===== src/rtl/filter_loader.sv =====
// Serial 3x3x3 weight loader feeding four filter banks of the filter mux.
// Define FILTER_LOADER_CHECKSUM_EN to require a trailing checksum beat.
module filter_loader #(
  parameter int WIDTH = 8
) (
  input  logic                             clk,
  input  logic                             rst,
  input  logic                             start,
  input  logic [1:0]                       bank_sel,
  input  logic [WIDTH-1:0]                 w_data,
  input  logic                             w_valid,
  output logic                             w_ready,
  output logic                             busy,
  output logic                             done,
  output logic                             err,
  output logic [3:0]                       bank_valid,
  output logic [2:0][2:0][2:0][WIDTH-1:0]  filtro1,
  output logic [2:0][2:0][2:0][WIDTH-1:0]  filtro2,
  output logic [2:0][2:0][2:0][WIDTH-1:0]  filtro3,
  output logic [2:0][2:0][2:0][WIDTH-1:0]  filtro4
);

`ifdef FILTER_LOADER_CHECKSUM_EN
  typedef enum logic [1:0] {IDLE, LOAD, CHECK} state_t;
`else
  typedef enum logic [1:0] {IDLE, LOAD} state_t;
`endif

  state_t state, state_nx;

  logic [3:0][2:0][2:0][2:0][WIDTH-1:0] bank;
  logic [1:0] sel;
  logic [1:0] row, col, ch;
  logic       start_acc;
  logic       beat_acc;
  logic       last;
`ifdef FILTER_LOADER_CHECKSUM_EN
  logic [WIDTH-1:0] sum;
  logic             chk_acc;
`endif

  assign last = (row == 2'd2) && (col == 2'd2) && (ch == 2'd2);

  always_ff @(posedge clk or posedge rst) begin
    if (rst) state <= IDLE;
    else     state <= state_nx;
  end

  always_comb begin
    state_nx  = state;
    w_ready   = 1'b0;
    busy      = 1'b0;
    start_acc = 1'b0;
    beat_acc  = 1'b0;
`ifdef FILTER_LOADER_CHECKSUM_EN
    chk_acc   = 1'b0;
`endif
    unique case (state)
      IDLE: begin
        if (start) begin
          start_acc = 1'b1;
          state_nx  = LOAD;
        end
      end
      LOAD: begin
        w_ready = 1'b1;
        busy    = 1'b1;
        if (w_valid) begin
          beat_acc = 1'b1;
          if (last) begin
`ifdef FILTER_LOADER_CHECKSUM_EN
            state_nx = CHECK;
`else
            state_nx = IDLE;
`endif
          end
        end
      end
`ifdef FILTER_LOADER_CHECKSUM_EN
      CHECK: begin
        w_ready = 1'b1;
        busy    = 1'b1;
        if (w_valid) begin
          chk_acc  = 1'b1;
          state_nx = IDLE;
        end
      end
`endif
      default: state_nx = IDLE;
    endcase
  end

  always_ff @(posedge clk or posedge rst) begin
    if (rst) begin
      bank       <= '0;
      bank_valid <= '0;
      sel        <= '0;
      row        <= '0;
      col        <= '0;
      ch         <= '0;
      done       <= 1'b0;
`ifdef FILTER_LOADER_CHECKSUM_EN
      sum        <= '0;
      err        <= 1'b0;
`endif
    end else begin
      done <= 1'b0;
`ifdef FILTER_LOADER_CHECKSUM_EN
      err  <= 1'b0;
`endif
      if (start_acc) begin
        sel                  <= bank_sel;
        bank_valid[bank_sel] <= 1'b0;
        row                  <= '0;
        col                  <= '0;
        ch                   <= '0;
`ifdef FILTER_LOADER_CHECKSUM_EN
        sum                  <= '0;
`endif
      end
      if (beat_acc) begin
        bank[sel][row][col][ch] <= w_data;
`ifdef FILTER_LOADER_CHECKSUM_EN
        sum <= sum + w_data;
`endif
        // channel fastest, then column, then row
        if (ch == 2'd2) begin
          ch <= '0;
          if (col == 2'd2) begin
            col <= '0;
            row <= row + 2'd1;
          end else begin
            col <= col + 2'd1;
          end
        end else begin
          ch <= ch + 2'd1;
        end
`ifndef FILTER_LOADER_CHECKSUM_EN
        if (last) begin
          bank_valid[sel] <= 1'b1;
          done            <= 1'b1;
        end
`endif
      end
`ifdef FILTER_LOADER_CHECKSUM_EN
      if (chk_acc) begin
        done <= 1'b1;
        if (w_data == sum) bank_valid[sel] <= 1'b1;
        else               err             <= 1'b1;
      end
`endif
    end
  end

`ifndef FILTER_LOADER_CHECKSUM_EN
  assign err = 1'b0;
`endif

  assign filtro1 = bank[0];
  assign filtro2 = bank[1];
  assign filtro3 = bank[2];
  assign filtro4 = bank[3];

endmodule


===== config.mk =====
export PLATFORM = sky130hd
export DESIGN_NAME = filter_loader
export DESIGN_NICKNAME = d
export VERILOG_FILES = /design/src/rtl/filter_loader.sv
export SDC_FILE = /design/constraint.sdc
export NUM_CORES = 1
export LEC_CHECK = 0
export ABC_AREA = 1
export CORE_AREA = 2 2 349 351
export CTS_CLUSTER_DIAMETER = 150
export DETAILED_ROUTE_END_ITERATION = 10
export DIE_AREA = 0 0 351 353
export RECOVER_POWER = 50
export SETUP_SLACK_MARGIN = 0.15
export SKIP_LAST_GASP = 1
export SLEW_MARGIN = 20
export SYNTH_ARGS = -nofsm -noshare
export SYNTH_HDL_FRONTEND = slang
export SYNTH_SLANG_ARGS = --single-unit

===== constraint.sdc =====
create_clock -name clk -period 57.7 [get_ports clk]
set_clock_uncertainty 0.2 [all_clocks]
set_input_delay 11.54 -clock clk [delete_from_list [all_inputs] [get_ports clk]]
set_output_delay 11.54 -clock clk [all_outputs]
set_load 0.01 [all_outputs]

==> metrics.md, run 1 <==
| Metric | Value |
|---|---|
| Status | finished with violations |
| Failing checks | capacitance limit, slew limit |
| VDD IR-drop max | 0.0283 mV |
| Critical Setup Path Class | in -> async |
| Synth cell types | 17 |
| Total GRT Usage | 22.4% |
| Largest net degree at the start of global routing | 175 |
| Cell count after synthesis | 3994 |
| Slew headroom | -350% |
| HPWL Detailed | 93.8 mm |
| CP top delay family | buffers and inverters |
| Final Cycle Share | 34.8% |
| Data required, critical path | 58.22 ns |
| Reg2reg setup slack | 48.82 ns |
| RR Startpoint | state[0] |
| Post-CTS setup buffers | 0 |
| WP buf/inv | 7 |
| Post-Syn Area | 0.0349 mm^2 |
| Seq/Total Area, Yosys | 62.9% |
| Yosys warns | 0 |
| Crit-path cells | dlygate4sd3_1 -> clkinvlp_2 -> clkbuf_1 -> buf_12 -> buf_4 -> buf_6 -> buf_4 |
| Worst-Margin Slew | 6.74 ns |
| Highest Clock Rate | 49.8 MHz |
| Die Height | 353 um |
| P&R area growth vs syn | 39.1% |
| Critical Path AT | 20.62 ns |
| Final setup fails | 0 |
| CTS clock-pin slew for the worst setup and hold paths | 0.06 ns |
| Slowest-stage cell, CP | clkinvlp_2 |
| RSZ-0062 raised after global routing | no |
| First-pass GRT wire length | 208 mm |
| CTS Hold Buffers Added | 0 |
| Yosys reg bits | 878 |
| Most common cell after layout, fill and taps aside | nand2_1 |
| Min-Delay Endpoint | filtro1[186] |
| Leakage | 27.2 nW |
| GRT overflow | 0 |
| Post-route ant nets | 0 |
| Reg2Reg Capture Point | filtro3[180] |
| Vias per inst | 4.84 |
| Share of cells above drive strength 1 | 5.02% |
| Sink Count | 878 |
| Syn avg cell area | 8.75 um^2 |
| CTS H-tree lvls | 3 |
| GP Congestion | 0.824 |
| Crit path top cell by count | buf_4 |
| Clk Tree Root Cell | clkbuf_16 |
| Drt first pass iters | 5 |
| CP max stage delay | 3.12 ns |
| Hold Path Class | reg -> reg |
| Antenna violations before repair | 3 |
| Vias in the first global route | 30500 |
| Worst Reg-to-Reg Cells | 6 |
| Core footprint | 0.121 mm^2 |
| Fin. max-slew vios | 495 |
| Clock tree buffer depth | 3 |
| DRC | 0 |
| Chip width | 351 um |
| Leading cell types in the layout, fill and taps excluded | 2226 x nand2_1, 878 x dfrtp_1, 857 x dlygate4sd3_1 |
| TNS Setup | 0 ns |
| Total Wirelength | 142 mm |
| Syn_nets | 4011 |
| Clock Latency Late Sink | 0.67 ns |
| Final Hold Viols | 0 |
| Initial core utilization | 29.0% |
| Number of CTS-inserted buffers | 98 |
| Hold_sp | filtro1[186] |
| Starting DRT DRC Count | 2949 |
| CTS resizes | 0 |
| Power density over the cells | 48.5 mW/mm^2 |
| TritonCTS clock tree | yes |
| Total number of vias | 31400 |
| CP Capture Type | asynchronous set/reset pin |
| Final #Nets | 4795 |
| I/O Buffers | 884 |
| Post-layout util | 40.3% |
| Fillers | 12000 |
| Tmin final | 20.09 ns |
| CP max FO | 146 |
| CP Launch Type | input pin |
| WHS Path Cells | 2 |
| Die Area | 0.124 mm^2 |
| I/O pin count | 886 |
| Site row count | 128 |
| WL/cell | 21.8 um |
| Maximum capacitance violations | 7 |
==> cell type report <==
class | count | area [um^2] | area share (%)
Multi-Input combinational cell | 2846 | 11900 | 24.6
Inverter | 21 | 80.1 | 0.165
Antenna cell | 1 | 2.50 | 0.00515
Clock inverter | 35 | 458 | 0.943
Clock buffer | 144 | 2900 | 5.96
Timing Repair Buffer | 933 | 9200 | 18.9
Sequential cell | 878 | 22000 | 45.2
Tap cell | 1625 | 2030 | 4.19
==> how the worst max path moves through the flow <==
stage	slack, ns	cells past startpoint	end	from
after floorplan	21.28	1	bank_valid[0]	rst
after global placement	40.62	7	filtro3[48]	rst
after detailed placement	40.63	7	filtro3[48]	rst
after CTS	41.39	7	filtro3[53]	rst
after global routing	36.08	7	filtro2[53]	rst
final	37.61	7	filtro3[13]	rst
==> cells in the mapped netlist <==
cell type	count	area share, %
nand4_1	320	5.7
o21ai_0	8	0.11
ha_1	3	0.11
nand2_1	2225	24
buf_2	90	1.3
clkbuf_1	142	1.5
nand2_2	1	0.018
buf_4	2	0.043
nand3_1	201	2.9
nor2_2	17	0.30
clkinv_1	3	0.032
inv_1	18	0.19
buf_1	15	0.16
a22oi_1	2	0.043
conb_1	1	0.011
dfrtp_1	878	63
nor2_1	68	0.73
==> sequential cells by signal (all words and copies together), names as in the netlist <==
register and cells:
state 1, done 1, sel 2, bank_valid 4, filtro4 216, ch 2, filtro2 216, filtro3 216
filtro1 216, col 2, row 2
==> per-stage QoR <==
| stage | total power, mW | instances | hold WS [ns] | worst slack, ns | area, um^2 |
|---|---|---|---|---|---|
| after floorplan | 1.24 | 3994 | 0.265 | 21.28 | 34900 |
| after CTS | 2.45 | 6482 | 0.272 | 41.39 | 48600 |
| after detailed placement | 1.79 | 6303 | 0.257 | 40.63 | 45300 |
| final | 2.36 | 6483 | 0.262 | 37.61 | 48600 |
| after global routing | 2.48 | 6482 | 0.275 | 36.08 | 48600 |
| after global placement | 1.78 | 6303 | 0.253 | 40.62 | 45300 |
==> worst min-delay path, cell delays in order (launching register included) <==
cell	delay, ns
dfrtp_1	0.34
nand2_1	0.05
nand2_1	0.04
==> cells by family (layout without fill, tap and decap cells) <==
group / after synthesis / after routing / synth area share (%)
other cells: 1 / 2 / 0.0107
compound gates: 10 / 10 / 0.158
simple gates: 2832 / 2832 / 33.6
buf+inv: 270 / 1133 / 3.25
fa+ha+maj: 3 / 3 / 0.107
flops: 878 / 878 / 62.9
==> power by group <==
| group | total [mW] | internal, mW | switching [mW] |
|---|---|---|---|
| clock network | 0.654 | 0.384 | 0.269 |
| logic | 0.791 | 0.322 | 0.470 |
| registers | 0.913 | 0.801 | 0.112 |
| total | 2.36 | 1.51 | 0.851 |
==> metal layers <==
layer / vias up / global-route usage (%) / wire [um]
li1: 14400 / - / -
met1: 15500 / 29.0 / 58600
met2: 1277 / 35.3 / 65100
met3: 251 / 6.07 / 12300
met4: 0 / 9.06 / 5650
met5: - / 0 / 0
(Power assumes the default switching activity.)
==> inputs of run 2 (changes only) <==
Clock period 57.7 ns to 16.5 ns, I/O delays scaled along.
==> run 2 against run 1 <==
Effect of this change:
- the run still ends with capacitance limit, slew limit left
- clock-buffer cell count grew 4
- via count hardly changed
- total power grew to 3.5 times the previous value
- die area unchanged
- register-to-register slack lost 40 ns
- wire length up 0.67%
- hold slack worse by 0.0016 ns
- utilization shrank 0.13 points
- critical path depth unchanged
- final cell count barely moved
- combinational power grew to 3.5 times the previous value
- sequential cell count stayed put
- largest cell class unchanged
- largest power group unchanged
- highest routed layer unchanged
==> metrics.md, run 2 (synthesis results as in run 1) <==
| Metric | Value |
|---|---|
| Total Wirelength | 143 mm (was 142 mm) |
| Share of cells above drive strength 1 | 4.60% (was 5.02%) |
| Worst Reg-to-Reg Cells | 6 (unchanged) |
| Site row count | 128 (unchanged) |
| RR Startpoint | state[0] (unchanged) |
| Final Hold Viols | 0 (unchanged) |
| TNS Setup | 0 ns (unchanged) |
| Hold_sp | filtro2[119] (was filtro1[186]) |
| Hold Slack | 0.260 ns (was 0.262 ns) |
| I/O pin count | 886 (unchanged) |
| Die Area | 0.124 mm^2 (unchanged) |
| HPWL Detailed | 94.2 mm (was 93.8 mm) |
| Final setup fails | 0 (unchanged) |
| Total number of vias | 31400 (about the same) |
| Leading cell types in the layout, fill and taps excluded | 2226 x nand2_1, 878 x dfrtp_1, 843 x dlygate4sd3_1 (was 2226 x nand2_1, 878 x dfrtp_1, 857 x dlygate4sd3_1) |
| VDD IR-drop max | 0.0841 mV (was 0.0283 mV) |
| Design Power | 8.16 mW (was 2.36 mW) |
| RSZ-0062 raised after global routing | no (unchanged) |
| P&R area growth vs syn | 38.6% (was 39.1%) |
| CP Capture Type | flip-flop (was asynchronous set/reset pin) |
| Clk Tree Root Cell | clkbuf_16 (unchanged) |
| Status | finished with violations (unchanged) |
| Data required, critical path | 16.85 ns (was 58.22 ns) |
| Crit-path cells | dlygate4sd3_1 -> nand2_1 -> nor2_4 -> clkbuf_1 -> nand3_1 -> nand2_1 -> nand2_1 (was dlygate4sd3_1 -> clkinvlp_2 -> clkbuf_1 -> buf_12 -> buf_4 -> buf_6 -> buf_4) |
| Met2 wire len | 64.9 mm (was 65.1 mm) |
| Critical Setup Path Class | in -> reg (was in -> async) |
| Drt first pass iters | 6 (was 5) |
| Leakage | 27.0 nW (was 27.2 nW) |
| CTS H-tree lvls | 3 (unchanged) |
| DRC | 0 (unchanged) |
| CP max FO | 122 (was 146) |
| Clock tree buffer depth | 3 (unchanged) |
| Met3 wire length | 12.9 mm (was 12.3 mm) |
| Number of CTS-inserted buffers | 97 (was 98) |
| Largest net degree at the start of global routing | 171 (was 175) |
| CP max stage delay | 4.41 ns (was 3.12 ns) |
| I/O Buffers | 884 (unchanged) |
| Highest Clock Rate | 93.4 MHz |
| Chip width | 351 um (unchanged) |
| TritonCTS clock tree | yes (unchanged) |
| CP top delay family | buffers and inverters (unchanged) |
| CP Launch Type | input pin (unchanged) |
| WHS Path Cells | 2 (unchanged) |
| Final #Nets | 4795 (unchanged) |
| CTS Hold Buffers Added | 0 (unchanged) |
| Maximum capacitance violations | 8 (was 7) |
| Top layer in use | met4 (unchanged) |
| WL/cell | 22.0 um (was 21.8 um) |
| Critical Path AT | 11.05 ns (was 20.62 ns) |
| Layout Cells excl Fill | 6478 (was 6483) |
| Tmin final | 10.70 ns |
| Failing checks | capacitance limit, slew limit (unchanged) |
| Clock Latency Late Sink | 0.68 ns (was 0.67 ns) |
| Critical Path Stages | 7 (unchanged) |
| Vias per inst | 4.84 (about the same) |
| Core footprint | 0.121 mm^2 (unchanged) |
| Sink Count | 878 (unchanged) |
| First-pass GRT wire length | 209 mm (was 208 mm) |
| Die Height | 353 um (unchanged) |
| Post-layout util | 40.1% (was 40.3%) |
| Antenna violations before repair | 4 (was 3) |
| Fin. max-slew vios | 446 (was 495) |
| Total GRT Usage | 22.4% (about the same) |
| Final Cycle Share | 64.9% |
| Slowest-stage cell, CP | clkbuf_1 (was clkinvlp_2) |
| CTS clock-pin slew for the worst setup and hold paths | 0.06 ns (about the same) |
| Post-route ant nets | 0 (unchanged) |
| DP Cell Count | 6304 (was 6303) |
| Reg2Reg Capture Point | filtro2[23] (was filtro3[180]) |
| GRT overflow | 0 (unchanged) |
| Initial core utilization | 29.0% (unchanged) |
| CTS resizes | 0 (unchanged) |
| Post-CTS setup buffers | 0 (unchanged) |
| Slew headroom | -339% (was -350%) |
| Crit path top cell by count | nand2_1 (was buf_4) |
| WP buf/inv | 2 (was 7) |
| Reg2reg setup slack | 8.48 ns (was 48.82 ns) |
| WL met1 | 57.9 mm (was 58.6 mm) |
| Vias in the first global route | 30800 (was 30500) |
| Hold Path Class | reg -> reg (unchanged) |
| Min-Delay Endpoint | filtro2[119] (was filtro1[186]) |
| GP Congestion | 0.836 (was 0.824) |
| Most common cell after layout, fill and taps aside | nand2_1 (unchanged) |
| Power density over the cells | 169 mW/mm^2 (was 48.5 mW/mm^2) |
| Starting DRT DRC Count | 2884 (was 2949) |
| Worst-Margin Slew | 6.58 ns (was 6.74 ns) |
==> run 2: changes by cell type in the layout (fill, tap and decap cells not counted), moves of 2 or more <==
cell and delta:
clkdlybuf4s50_1 +14, dlygate4sd3_1 -14, clkbuf_1 +13, clkbuf_8 -6
clkinv_2 -4, clkinvlp_4 -4, bufinv_16 -3, clkinv_4 -3
buf_12 +2, buf_4 -2, clkinv_16 +2, inv_6 +2
nor2_1 +2
==> run 2: metal layers <==
| metal | global-route usage (%) | vias up |
|---|---|---|
| li1 | - | 14400 |
| met5 | 0 | - |
| met1 | 28.6 | 15300 |
| met4 | 10.1 | 0 |
| met2 | 35.3 | 1350 |
| met3 | 6.33 | 300 |
==> run 2: cell type report <==
cell class | count | area, um^2
sequential | 878 | 22000
tap | 1625 | 2030
timing repair buffer | 934 | 9220
multi-input combinational | 2846 | 11900
antenna | 2 | 5.00
clock buffer | 148 | 2830
fill | 12000 | 72200
inverter | 21 | 80.1
clock inverter | 24 | 353
==> run 2: how the worst max path moves through the flow <==
stage,to,slack (ns),startpoint
finish,filtro2[23],5.80,w_valid
global route,filtro2[180],5.12,rst
CTS,filtro3[176],10.03,w_valid
detailed placement,filtro3[176],9.28,w_valid
global placement,filtro3[176],9.34,w_valid
floorplan,bank_valid[0],0.93,rst
==> run 2: per-stage QoR <==
step	worst slack [ns]	cell area, um^2
2_1_floorplan	0.928	34900
3_3_place_gp	9.34	45300
3_5_place_dp	9.28	45300
4_1_cts	10.03	48500
5_1_grt	5.12	48400
6_report	5.80	48400
==> run 2: worst min-delay path, stage by stage, from the launching register on <==
cell	delay (ns)
dfrtp_1	0.33
nand2_1	0.05
nand2_1	0.04
==> run 2: report_power, final <==
part           internal (mW)  switching (mW)  total, mW
Sequential              2.80           0.373       3.17
Clock                   1.26           0.927       2.19
Combinational           1.13            1.67       2.80
Total                   5.19            2.97       8.16
==> inputs of run 3 (changes only) <==
Clock period 16.5 ns to 9.05 ns, I/O delays scaled along.
==> run 3 against run 2 <==
Effect of this change:
- the run still ends with capacitance limit, slew limit left
- total power increased by 86%
- first-iteration DRC count increased by 6.8%
- hold slack improved by 0.0021 ns
- clock-buffer cell count decreased by 9
- sequential cell count unchanged
- utilization increased by 0.15 points
- global-route usage increased by 0.19 points
- critical path depth increased by 1
==> metrics.md, run 3 (synthesis results as in run 1) <==
| Metric | Value |
|---|---|
| Status | finished with violations (unchanged) |
| Failing checks | capacitance limit, slew limit (unchanged) |
| CP Launch Type | input pin (unchanged) |
| CTS resizes | 0 (unchanged) |
| DP Cell Count | 6307 (was 6304) |
| Die Height | 353 um (unchanged) |
| Hold Slack | 0.262 ns (was 0.260 ns) |
| Hold Path Class | reg -> reg (unchanged) |
| Initial core utilization | 29.0% (unchanged) |
| Share of cells above drive strength 1 | 4.98% (was 4.60%) |
| Clock tree buffer depth | 3 (unchanged) |
| Data required, critical path | 9.47 ns (was 16.85 ns) |
| I/O Buffers | 884 (unchanged) |
| Met3 wire length | 13.0 mm (was 12.9 mm) |
| Sink Count | 878 (unchanged) |
| Slew headroom | -98.2% (was -339%) |
| Clock Latency Late Sink | 0.68 ns (about the same) |
| Site row count | 128 (unchanged) |
| Total Wirelength | 143 mm (about the same) |
| Number of CTS-inserted buffers | 96 (was 97) |
| Antenna violations before repair | 2 (was 4) |
| CTS Hold Buffers Added | 0 (unchanged) |
| Core footprint | 0.121 mm^2 (unchanged) |
| WL/cell | 22.1 um (was 22.0 um) |
| I/O pin count | 886 (unchanged) |
| VDD IR-drop max | 0.165 mV (was 0.0841 mV) |
| Highest Clock Rate | 162 MHz |
| WL met1 | 58.8 mm (was 57.9 mm) |
| GRT overflow | 0 (unchanged) |
| Final Hold Viols | 0 (unchanged) |
| Worst Reg-to-Reg Cells | 7 (was 6) |
| CP Capture Type | flip-flop (unchanged) |
| CTS clock-pin slew for the worst setup and hold paths | 0.06 ns (about the same) |
| Total number of vias | 31500 (was 31400) |
| Chip width | 351 um (unchanged) |
| Tmin final | 6.18 ns |
| Reg2reg setup slack | 3.99 ns (was 8.48 ns) |
| CP max FO | 37 (was 122) |
| Worst-Margin Slew | 2.97 ns (was 6.58 ns) |
| Vias in the first global route | 30300 (was 30800) |
| Power density over the cells | 313 mW/mm^2 (was 169 mW/mm^2) |
| Maximum capacitance violations | 7 (was 8) |
| Hold_sp | filtro3[140] (was filtro2[119]) |
| HPWL Detailed | 96.1 mm (was 94.2 mm) |
| Design Power | 15.2 mW (was 8.16 mW) |
| Starting DRT DRC Count | 3079 (was 2884) |
| Post-layout util | 40.3% (was 40.1%) |
| DP Worst Slack | 4.13 ns (was 9.28 ns) |
| Die Area | 0.124 mm^2 (unchanged) |
| Reg2Reg Capture Point | filtro4[6] (was filtro2[23]) |
| Fin area | 0.0486 mm^2 (was 0.0484 mm^2) |
| Fin. max-slew vios | 283 (was 446) |
| Layout Cells excl Fill | 6482 (was 6478) |
| Vias per inst | 4.86 (was 4.84) |
| RR Startpoint | state[0] (unchanged) |
| Final setup fails | 0 (unchanged) |
| Leakage | 26.1 nW (was 27.0 nW) |
| First-pass GRT wire length | 211 mm (was 209 mm) |
| Post-route ant nets | 0 (unchanged) |
| GP Congestion | 0.840 (was 0.836) |
| Top layer in use | met4 (unchanged) |
| CTS H-tree lvls | 3 (unchanged) |
| Final worst slack | 2.87 ns (was 5.80 ns) |
| Critical Setup Path Class | in -> reg (unchanged) |
| Drt first pass iters | 6 (unchanged) |
| TritonCTS clock tree | yes (unchanged) |
| Met2 wire len | 66.0 mm (was 64.9 mm) |
| TNS Setup | 0 ns (unchanged) |
| Largest net degree at the start of global routing | 166 (was 171) |
| P&R area growth vs syn | 39.1% (was 38.6%) |
| Final #Nets | 4797 (was 4795) |
| DRC | 0 (unchanged) |
| WHS Path Cells | 2 (unchanged) |
| Min-Delay Endpoint | filtro3[140] (was filtro2[119]) |
| Leading cell types in the layout, fill and taps excluded | 2226 x nand2_1, 878 x dfrtp_1, 519 x dlygate4sd3_1 (was 2226 x nand2_1, 878 x dfrtp_1, 843 x dlygate4sd3_1) |
| Placed Area | 0.0453 mm^2 (about the same) |
| Final Cycle Share | 68.2% |
| RSZ-0062 raised after global routing | no (unchanged) |
| Worst setup startpoint | w_valid (unchanged) |
| Most common cell after layout, fill and taps aside | nand2_1 (unchanged) |
| Total GRT Usage | 22.6% (was 22.4%) |
| Critical Path AT | 6.59 ns (was 11.05 ns) |
| Clk Tree Root Cell | clkbuf_16 (unchanged) |
| Post-CTS setup buffers | 0 (unchanged) |
## run 3: how the worst max path moves through the flow
| stage | to | depth (start not counted) |
|---|---|---|
| floorplan | bank_valid[0] | 1 |
| global placement | filtro4[177] | 8 |
| detailed placement | filtro4[69] | 8 |
| CTS | filtro4[70] | 8 |
| global route | filtro4[6] | 8 |
| finish | filtro4[6] | 8 |
## run 3: cell type report
cell class / count / area, um^2
flip-flops and latches: 878 / 22000
repair buffers: 937 / 9280
fillers: 12000 / 72000
clock buffers: 139 / 2850
well taps: 1625 / 2030
inverters: 21 / 80.1
diodes: 1 / 2.50
multi-input cells: 2846 / 11900
clock inverters: 35 / 455
## run 3: metal layers
metal  vias to the layer above  GRT usage, %
met4                         0          8.85
met1                     15600          29.3
li1                      14400             -
met5                         -             0
met3                       247          6.52
met2                      1295          35.6
## run 3: worst max-delay path, cell delays in order
cell,delay [ns]
dlygate4sd3_1,0.53
nand2_1,0.27
nor2_4,0.17
clkbuf_1,1.75
inv_1,1.08
nor2_1,0.74
nand2_1,0.12
nand2_1,0.10
## run 3: where the power goes
part           switching, mW  total (mW)  internal (mW)
Sequential             0.701        5.80           5.10
Clock                   1.70        4.12           2.42
Combinational           3.05        5.28           2.23
